===== config.mk =====
export PLATFORM = sky130hd
export DESIGN_NAME = motor_step_ctrl
export DESIGN_NICKNAME = d
export VERILOG_FILES = /design/src/rtl/motor_pkg.sv /design/src/rtl/step_divider.sv /design/src/rtl/motor_step_ctrl.sv
export SDC_FILE = /design/constraint.sdc
export NUM_CORES = 1
export LEC_CHECK = 0
export ABC_CLOCK_PERIOD_IN_PS = 2880
export BUFFER_PORTS_ARGS = -buffer_cell sky130_fd_sc_hd__buf_2
export CAP_MARGIN = 20
export CORE_UTILIZATION = 45
export DETAILED_ROUTE_END_ITERATION = 10
export GPL_ROUTABILITY_DRIVEN = 0
export PLACE_DENSITY = 0.66
export SETUP_SLACK_MARGIN = 0.3
export SYNTH_ARGS = -nofsm -noshare
export SYNTH_HDL_FRONTEND = slang
export SYNTH_SLANG_ARGS = --single-unit

===== constraint.sdc =====
create_clock -name clk -period 2.88 [get_ports clk]
set_input_delay 0.576 -clock clk [delete_from_list [all_inputs] [get_ports clk]]
set_output_delay 0.576 -clock clk [all_outputs]
set_load 0.005 [all_outputs]

===== src/rtl/motor_pkg.sv =====
// motor_pkg: shared types and constants
// for the stepper drive slice.
package motor_pkg;

  localparam int POS_W_DEF = 8;
  localparam int DIV_W_DEF = 8;

  typedef enum logic [1:0] {
    IDLE,
    RUN_P,
    RUN_N,
    HOME
  } state_t;

  // two-phase-on patterns indexed by phase 0..3
  localparam logic [3:0][3:0] COIL_PAT = {
    4'b1001, 4'b1100, 4'b0110, 4'b0011
  };

endpackage


===== src/rtl/step_divider.sv =====
// step_divider: step-period counter that
// emits a one-cycle tick at cnt == div.
module step_divider
  import motor_pkg::*;
#(
  parameter int DIV_W = DIV_W_DEF
) (
  input  logic             clk,
  input  logic             rst_n,
  input  logic             clr,
  input  logic             run,
  input  logic [DIV_W-1:0] div,
  output logic             tick
);

  logic [DIV_W-1:0] cnt;

  assign tick = run && (cnt == div);

  // count 0..div while running; restart on clear or tick
  always_ff @(posedge clk) begin
    if (!rst_n || clr || !run || tick) begin
      cnt <= '0;
    end else begin
      cnt <= cnt + DIV_W'(1);
    end
  end

endmodule


===== src/rtl/motor_step_ctrl.sv =====
// motor_step_ctrl: paced 4-phase stepper drive
// with saturating position and homing.
module motor_step_ctrl
  import motor_pkg::*;
#(
  parameter int POS_W = POS_W_DEF,
  parameter int DIV_W = DIV_W_DEF
) (
  input  logic                    clk,
  input  logic                    rst_n,
  input  logic                    en,
  input  logic                    right,
  input  logic                    left,
  input  logic [DIV_W-1:0]        div,
  input  logic                    home_req,
  output logic                    home_ack,
  output logic [3:0]              coil,
  output logic signed [POS_W-1:0] pos,
  output logic                    moving,
  output logic                    at_limit
);

  localparam logic signed [POS_W-1:0] POS_MAX =
    {1'b0, {(POS_W-1){1'b1}}};
  localparam logic signed [POS_W-1:0] POS_MIN =
    {1'b1, {(POS_W-1){1'b0}}};
  localparam logic signed [POS_W-1:0] POS_ONE = 1;

  state_t                  state_q;
  state_t                  state_d;
  logic [1:0]              ph_q;
  logic [1:0]              ph_d;
  logic signed [POS_W-1:0] pos_d;
  logic                    lim_d;
  logic                    tick;
  logic                    step_up;
  logic                    step_dn;
  logic                    clr;
  logic                    run;

  assign run = (state_q != IDLE);
  assign clr = (state_d != state_q);

  step_divider #(
    .DIV_W(DIV_W)
  ) u_div (
    .clk  (clk),
    .rst_n(rst_n),
    .clr  (clr),
    .run  (run),
    .div  (div),
    .tick (tick)
  );

  // next state and step request; exits beat ticks
  always_comb begin
    state_d = state_q;
    step_up = 1'b0;
    step_dn = 1'b0;
    unique case (state_q)
      IDLE: begin
        if (!en) state_d = IDLE;
        else if (home_req) state_d = HOME;
        else if (right && !left) state_d = RUN_P;
        else if (left && !right) state_d = RUN_N;
      end
      RUN_P: begin
        if (!en || !right || left) state_d = IDLE;
        else if (tick) step_up = 1'b1;
      end
      RUN_N: begin
        if (!en || !left || right) state_d = IDLE;
        else if (tick) step_dn = 1'b1;
      end
      HOME: begin
        if (!en || pos == '0) begin
          state_d = IDLE;
        end else if (tick) begin
          step_up = pos[POS_W-1];
          step_dn = !pos[POS_W-1];
        end
      end
      default: state_d = IDLE;
    endcase
  end

  // apply a step unless it would leave the range
  always_comb begin
    ph_d  = ph_q;
    pos_d = pos;
    lim_d = at_limit;
    if (step_up) begin
      if (pos == POS_MAX) begin
        lim_d = 1'b1;
      end else begin
        ph_d  = ph_q + 2'd1;
        pos_d = pos + POS_ONE;
        lim_d = 1'b0;
      end
    end else if (step_dn) begin
      if (pos == POS_MIN) begin
        lim_d = 1'b1;
      end else begin
        ph_d  = ph_q - 2'd1;
        pos_d = pos - POS_ONE;
        lim_d = 1'b0;
      end
    end
    if (clr || !(state_d inside {RUN_P, RUN_N})) begin
      lim_d = 1'b0;
    end
  end

  // state, phase, position and registered outputs
  always_ff @(posedge clk) begin
    if (!rst_n) begin
      state_q  <= IDLE;
      ph_q     <= 2'd0;
      pos      <= '0;
      coil     <= 4'b0000;
      moving   <= 1'b0;
      home_ack <= 1'b0;
      at_limit <= 1'b0;
    end else begin
      state_q  <= state_d;
      ph_q     <= ph_d;
      pos      <= pos_d;
      coil     <= en ? COIL_PAT[ph_d] : 4'b0000;
      moving   <= (state_d != IDLE);
      home_ack <= (state_d == HOME) && (pos_d == '0);
      at_limit <= lim_d;
    end
  end

endmodule


Word-level counts from Yosys, hierarchy flattened
Index checks and enable logic that the tools add are counted.
{ "op_classes": {"add_sub_neg": 5, "magnitude_cmp": 1, "eq_ne": 10, "mux": 31, "n_bitwise": 1, "n_reduce_logical": 29} }
{ "ops": {"columns": ["operator", "n"], "rows": [
  ["two-way mux 8 bit", 4],
  ["two-way mux 2 bit", 11],
  ["== test 8 bit, second input constant", 2],
  ["zero test 8 bit", 2],
  ["two-way mux 1 bit", 11],
  ["logical OR 1 bit", 9],
  ["adder 8 x 1 -> 8 bit, second input constant", 1],
  ["adder 8 x 2 -> 8 bit, second input constant", 1],
  ["binary-select mux 4 bit (select 2 bit)", 1],
  ["== test 2 bit, second input constant", 4],
  ["== test 8 bit", 1],
  ["one-hot mux 2 bit (4 select lines)", 1],
  ["nonzero test 2 bit", 4],
  ["subtractor 8 x 2 -> 8 bit, second input constant", 1],
  ["zero test 1 bit", 7],
  ["== test 2 x 1 -> 1 bit, second input constant", 2],
  ["logical AND 1 bit", 4],
  ["two-way mux 4 bit", 1],
  ["one-hot mux 1 bit (2 select lines)", 2],
  ["< comparator 2 x 3 -> 1 bit, second input constant", 1],
  ["adder 2 x 1 -> 2 bit, second input constant", 1],
  ["zero test 2 bit", 1],
  ["inequality test 2 bit", 1],
  ["AND reduction 2 bit", 1],
  ["other kinds (3)", 3]
]} }
{ "totals": {"regBits": 27, "in_bits": 14, "output_inout_bits": 15, "elab_cells": 85} }

Depth between registers and ports, before layout
{ "depth": {"word_depth": 12, "depth_mapped": 10, "mapped_depth_nobuf": 10} }

Cells and area by module
A second synthesis with hierarchy kept.
{ "hier_totals": {"hier_cells": 219, "hier_area_um2": 1833.0} }
{ "by_module_without_submodules": {"columns": ["mod", "n_inst", "cells_per_inst", "area_per_inst_um2", "seq_area_each_um2"], "rows": [
  ["motor_step_ctrl", 1, 172, 1360.1, 380.4],
  ["step_divider", 1, 47, 473.0, 160.2]
]} }

Worst setup path after synthesis
Ideal clock, no wire load.
{ "synth_path": {"kind": "input-to-reg", "startpoint": "input port right", "endpoint": "register home_ack", "setup_time_ps": 88, "t_arrival_ps": 2475, "t_required_ps": 2792, "setup_slack_ps": 318, "cell_stages": 8, "path_buffers": 1, "path_cell_list": "or3b_4 -> a22oi_1 -> nor4b_4 -> buf_6 -> a32oi_1 -> mux2_2 -> or4_1 -> nor4_2"} }
{ "synth_between": {"elab_chain_len": 9, "elab_cells_between_ends": 22} }
{ "synth_rtl": {"columns": ["item", "line", "source"], "rows": [
  ["from (decl)", "motor_step_ctrl.sv:12", "input logic right,"],
  ["zero test 1 bit", "motor_step_ctrl.sv:65, motor_step_ctrl.sv:68", null],
  ["logical AND 1 bit", "motor_step_ctrl.sv:65", "else if (left && !right) state_d = RUN_N;"],
  ["two-way mux 2 bit", "motor_step_ctrl.sv:65", null],
  ["two-way mux 2 bit", "motor_step_ctrl.sv:64", "else if (right && !left) state_d = RUN_P;"],
  ["two-way mux 2 bit", "motor_step_ctrl.sv:63", "else if (home_req) state_d = HOME;"],
  ["two-way mux 2 bit", "motor_step_ctrl.sv:62", "if (!en) state_d = IDLE;"],
  ["one-hot mux 2 bit (4 select lines)", "motor_step_ctrl.sv:60", "unique case (state_q)"],
  ["== test 2 bit", "motor_step_ctrl.sv:130", "home_ack <= (state_d == HOME) && (pos_d == '0);"],
  ["logical AND 1 bit *", "motor_step_ctrl.sv:130", null],
  ["to (signal assigned)", "motor_step_ctrl.sv:130", null],
  ["to (decl)", "motor_step_ctrl.sv:16", "output logic home_ack,"]
]} }
Every way passes the cells marked *; elsewhere a longest branch is shown, timed or not.
A chain may end at the register's enable or synchronous reset.

Worst setup path in the final report
{ "layout_path": {"startpoint": "register state_q[0]", "endpoint": "register home_ack"} }
{ "layout_between": {"elab_chain_len": 9, "elab_cells_between_ends": 28} }
{ "layout_rtl": {"columns": ["item", "line", "source"], "rows": [
  ["from (decl)", "motor_step_ctrl.sv:29", "state_t state_q;"],
  ["from (signal assigned)", "motor_step_ctrl.sv:125", "state_q <= state_d;"],
  ["nonzero test 2 bit", "motor_step_ctrl.sv:41", "assign run = (state_q != IDLE);"],
  ["logical AND 1 bit", "step_divider.sv:18", "assign tick = run && (cnt == div);"],
  ["two-way mux 1 bit (on tied branches)", "motor_step_ctrl.sv:78, motor_step_ctrl.sv:69, motor_step_ctrl.sv:73", null],
  ["two-way mux 1 bit (on tied branches)", "motor_step_ctrl.sv:76, motor_step_ctrl.sv:72", null],
  ["one-hot mux 1 bit (2 select lines)", "motor_step_ctrl.sv:60", null],
  ["two-way mux 8 bit", "motor_step_ctrl.sv:100", "end else if (step_dn) begin"],
  ["two-way mux 8 bit", "motor_step_ctrl.sv:92", "if (step_up) begin"],
  ["zero test 8 bit", "motor_step_ctrl.sv:130", null],
  ["logical AND 1 bit *", "motor_step_ctrl.sv:130", null]
]} }
Marks and branches as above.

==> impl_metrics.tcl <==
set metrics [dict create \
    status "complete, no violations" \
    peakVddDrop_uv 176.5 \
    cp_data_required_time_ns 3.08 \
    hold_buffers 0 \
    layout_common_cells "buf_2, dfxtp_1, nor2_1, nand2_1, nand3_1" \
    grt.total_usage_pct 19.89 \
    synth_seq_cells 27 \
    fmax_mhz 397.6 \
    worstPathArrival_ns 2.72 \
    worstPathMaxFanout 12 \
    finalCriticalPeriod_ns 2.515 \
    r2r_end "home_ack$_SDFF_PN0_" \
    worstRegToRegCells 7 \
    final_area_sq_mm 0.002155 \
    finalSetupViolCount 0 \
    slew_headroom_pct 58.57 \
    finalCritPeriodShare_pct 87.33 \
    clk_path_buf_depth 2 \
    drt-total-wl_mm 4.160 \
    holdPathEnd "u_div.cnt[0]$_SDFF_PP0_" \
    synth_edf_count 0 \
    rows 23 \
    n_antenna_cell 0 \
    clk_latency_ns 0.28 \
    yosysUniqueCellTypes 63 \
    drt-initial-drc-count 98 \
    syn_inst 219 \
    numPortBuffers 28 \
    clk_pin_slew_worst_paths_ns 0.10 \
    nFillCells 390 \
    power.density_mw_per_mm2 317.8 \
    numCtsBuffers 3 \
    dieArea_sq_mm 0.004424 \
    cts_root_buffer "clkbuf_8" \
    r2r_slack_ns 0.36 \
    start_util_pct 46.83 \
    syn-num-nets 239 \
    path_delay_family "simple AND/OR/NAND/NOR gates" \
    area_delta_synth_final_pct 15.03 \
    tns_ns 0 \
    critPathBufInv 0 \
    synth_top_area_share_pct 28.86 \
    slowest_delay_ns 0.45 \
    routedWlPerCell_microns 13.73 \
    final_common_cell "buf_2" \
    yosysSeqAreaShare_pct 28.86 \
    grt_pass1_wl_mm 6.768 \
    cts_sinks 27 \
    cts_tree "built" \
    dpl_cell_area_sq_mm 0.002033 \
    skew_ns 0.002244 \
    min_path_cells 1 \
    detailed_place_hpwl_mm 3.133 \
    grt_pass1_vias 1471 \
    synth_area_leaders "dfxtp_1, xnor2_1, ha_1, nor2_1, xor2_1" \
    start_kind "register" \
    grt_max_degree 18 \
    ant_nets 0 \
    cts_max_level 1 \
    cap_violations 0 \
    fp.coreArea_sq_mm 0.004000 \
    synth.largest_area_cell "dfxtp_1" \
    route.vias.total 1650 \
    power_uw 684.7 \
    async_reset_ff_share_pct 0 \
    critPathCaptureType "register" \
    drive_above_1_share_pct 29.25 \
    post_drt_via_cell_ratio 5.446 \
    finish.net_count 274 \
    hold_viol 0 \
    drcViolationCount 0 \
    r2r-start "state_q[0]$_SDFF_PN0_" \
    dr.pass1.iters 4 \
    cp-startpoint "state_q[0]$_SDFF_PN0_" \
    p_leak_nw 0.9414 \
    grt_overflow 0 \
    rsz0062_at_grt "false" \
    slowest_stage "or3b_4" \
    yosys_warnings 0 \
    pin_count 29 \
    synthesis.area_per_instance_sq_um 8.553 \
    worstSetupPathType "register to register" \
    ys.flop_type "dfxtp_1" \
    crit_chain "or3b_4, a22oi_2, nor4b_4, a311oi_2, a211o_2, or4_1, nor4_2" \
    die_h_microns 66.52 \
    drv_slew 0 \
    hp-class "register to register" \
    tightest_slew_ns 0.6188 \
    syn_area_sq_mm 0.001873 \
    dieWidth_microns 66.52 \
    antenna_found_initial 0 \
    hold_path.startpoint "u_div.cnt[0]$_SDFF_PP0_" \
]
-- flip-flops by register name (all words and copies together), names as in the netlist --
name,count
ph_q,2
home_ack,1
state_q,2
at_limit,1
u_div.cnt,8
coil,4
moving,1
pos,8
-- where the power goes --
group / switching [mW] / leakage [nW] / internal (mW)
combinational: 0.0339 / 0.694 / 0.0332
sequential: 0.00609 / 0.221 / 0.378
clock: 0.132 / 0.0261 / 0.102
-- worst max-delay path by stage --
stage | endpoint | slack [ns] | cells after the start
after floorplan | home_ack$_SDFF_PN0_ | 0.32 | 8
after global placement | home_ack$_SDFF_PN0_ | 0.1 | 8
after detailed placement | home_ack$_SDFF_PN0_ | 0.06 | 8
after CTS | home_ack$_SDFF_PN0_ | 0.30 | 9
after global routing | home_ack$_SDFF_PN0_ | 0.30 | 9
final | home_ack$_SDFF_PN0_ | 0.36 | 7
-- synthesized netlist by cell type, types with 6 or more instances --
cell type / count
dfxtp_1: 27
nor2_1: 19
nand2_1: 15
nand3_1: 13
and2_1: 11
inv_1: 11
xnor2_1: 10
xor2_1: 8
o21ai_0: 7
a21oi_1: 6
ha_1: 6
-- area by class of cell --
| type | count | area (sq um) | area share (%) |
|---|---|---|---|
| multi-input cells | 172 | 1229 | 57.03 |
| flip-flops and latches | 27 | 549.3 | 25.49 |
| repair buffers | 39 | 222.7 | 10.34 |
| well taps | 50 | 62.56 | 2.904 |
| clock buffers | 3 | 41.29 | 1.916 |
| inverters | 11 | 41.29 | 1.916 |
| clock inverters | 1 | 8.758 | 0.4065 |
-- through the flow --
stage                     utilization [%]  std cells  setup slack, ns  hold WS (ns)
after floorplan                         -        219           0.3175        0.4599
after global placement              50.83        295          0.09710        0.4956
after detailed placement            50.83        295          0.06330        0.5064
after CTS                           52.39        299           0.3002        0.5278
after global routing                53.86        303           0.2991        0.5188
final                               53.86        303           0.3648        0.4934
-- routing by layer --
| metal | wire, microns | vias to the layer above | global-route usage (%) | share of wire, % |
|---|---|---|---|---|
| met3 | 175 | 6 | 2.226 | 4.2 |
| li1 | - | 849 | - | - |
| met2 | 1867 | 36 | 31.51 | 45 |
| met1 | 2048 | 759 | 27.53 | 49 |
| met4 | 69 | 0 | 7.447 | 1.7 |
| met5 | 0 | - | 0 | 0 |
-- cell families after synthesis --
kind of cell / Yosys count / synth area share (%)
AO/OA/AOI/OAI: 40 / 15.43
flip-flops: 27 / 28.86
adder cells (fa/ha/maj): 6 / 4.008
AND/OR/NAND/NOR: 104 / 33.80
XOR/XNOR: 18 / 8.417
multiplexers: 4 / 2.204
buffers and inverters: 20 / 7.281
-- repair_timing --
item / 4_1_cts / 5_1_grt
endpoints found under the setup margin: 1 / 1
buffers inserted: 0 / 4
pin swaps: 0 / 3
resized for setup: 5 / 8
(Power assumes the default switching activity.)
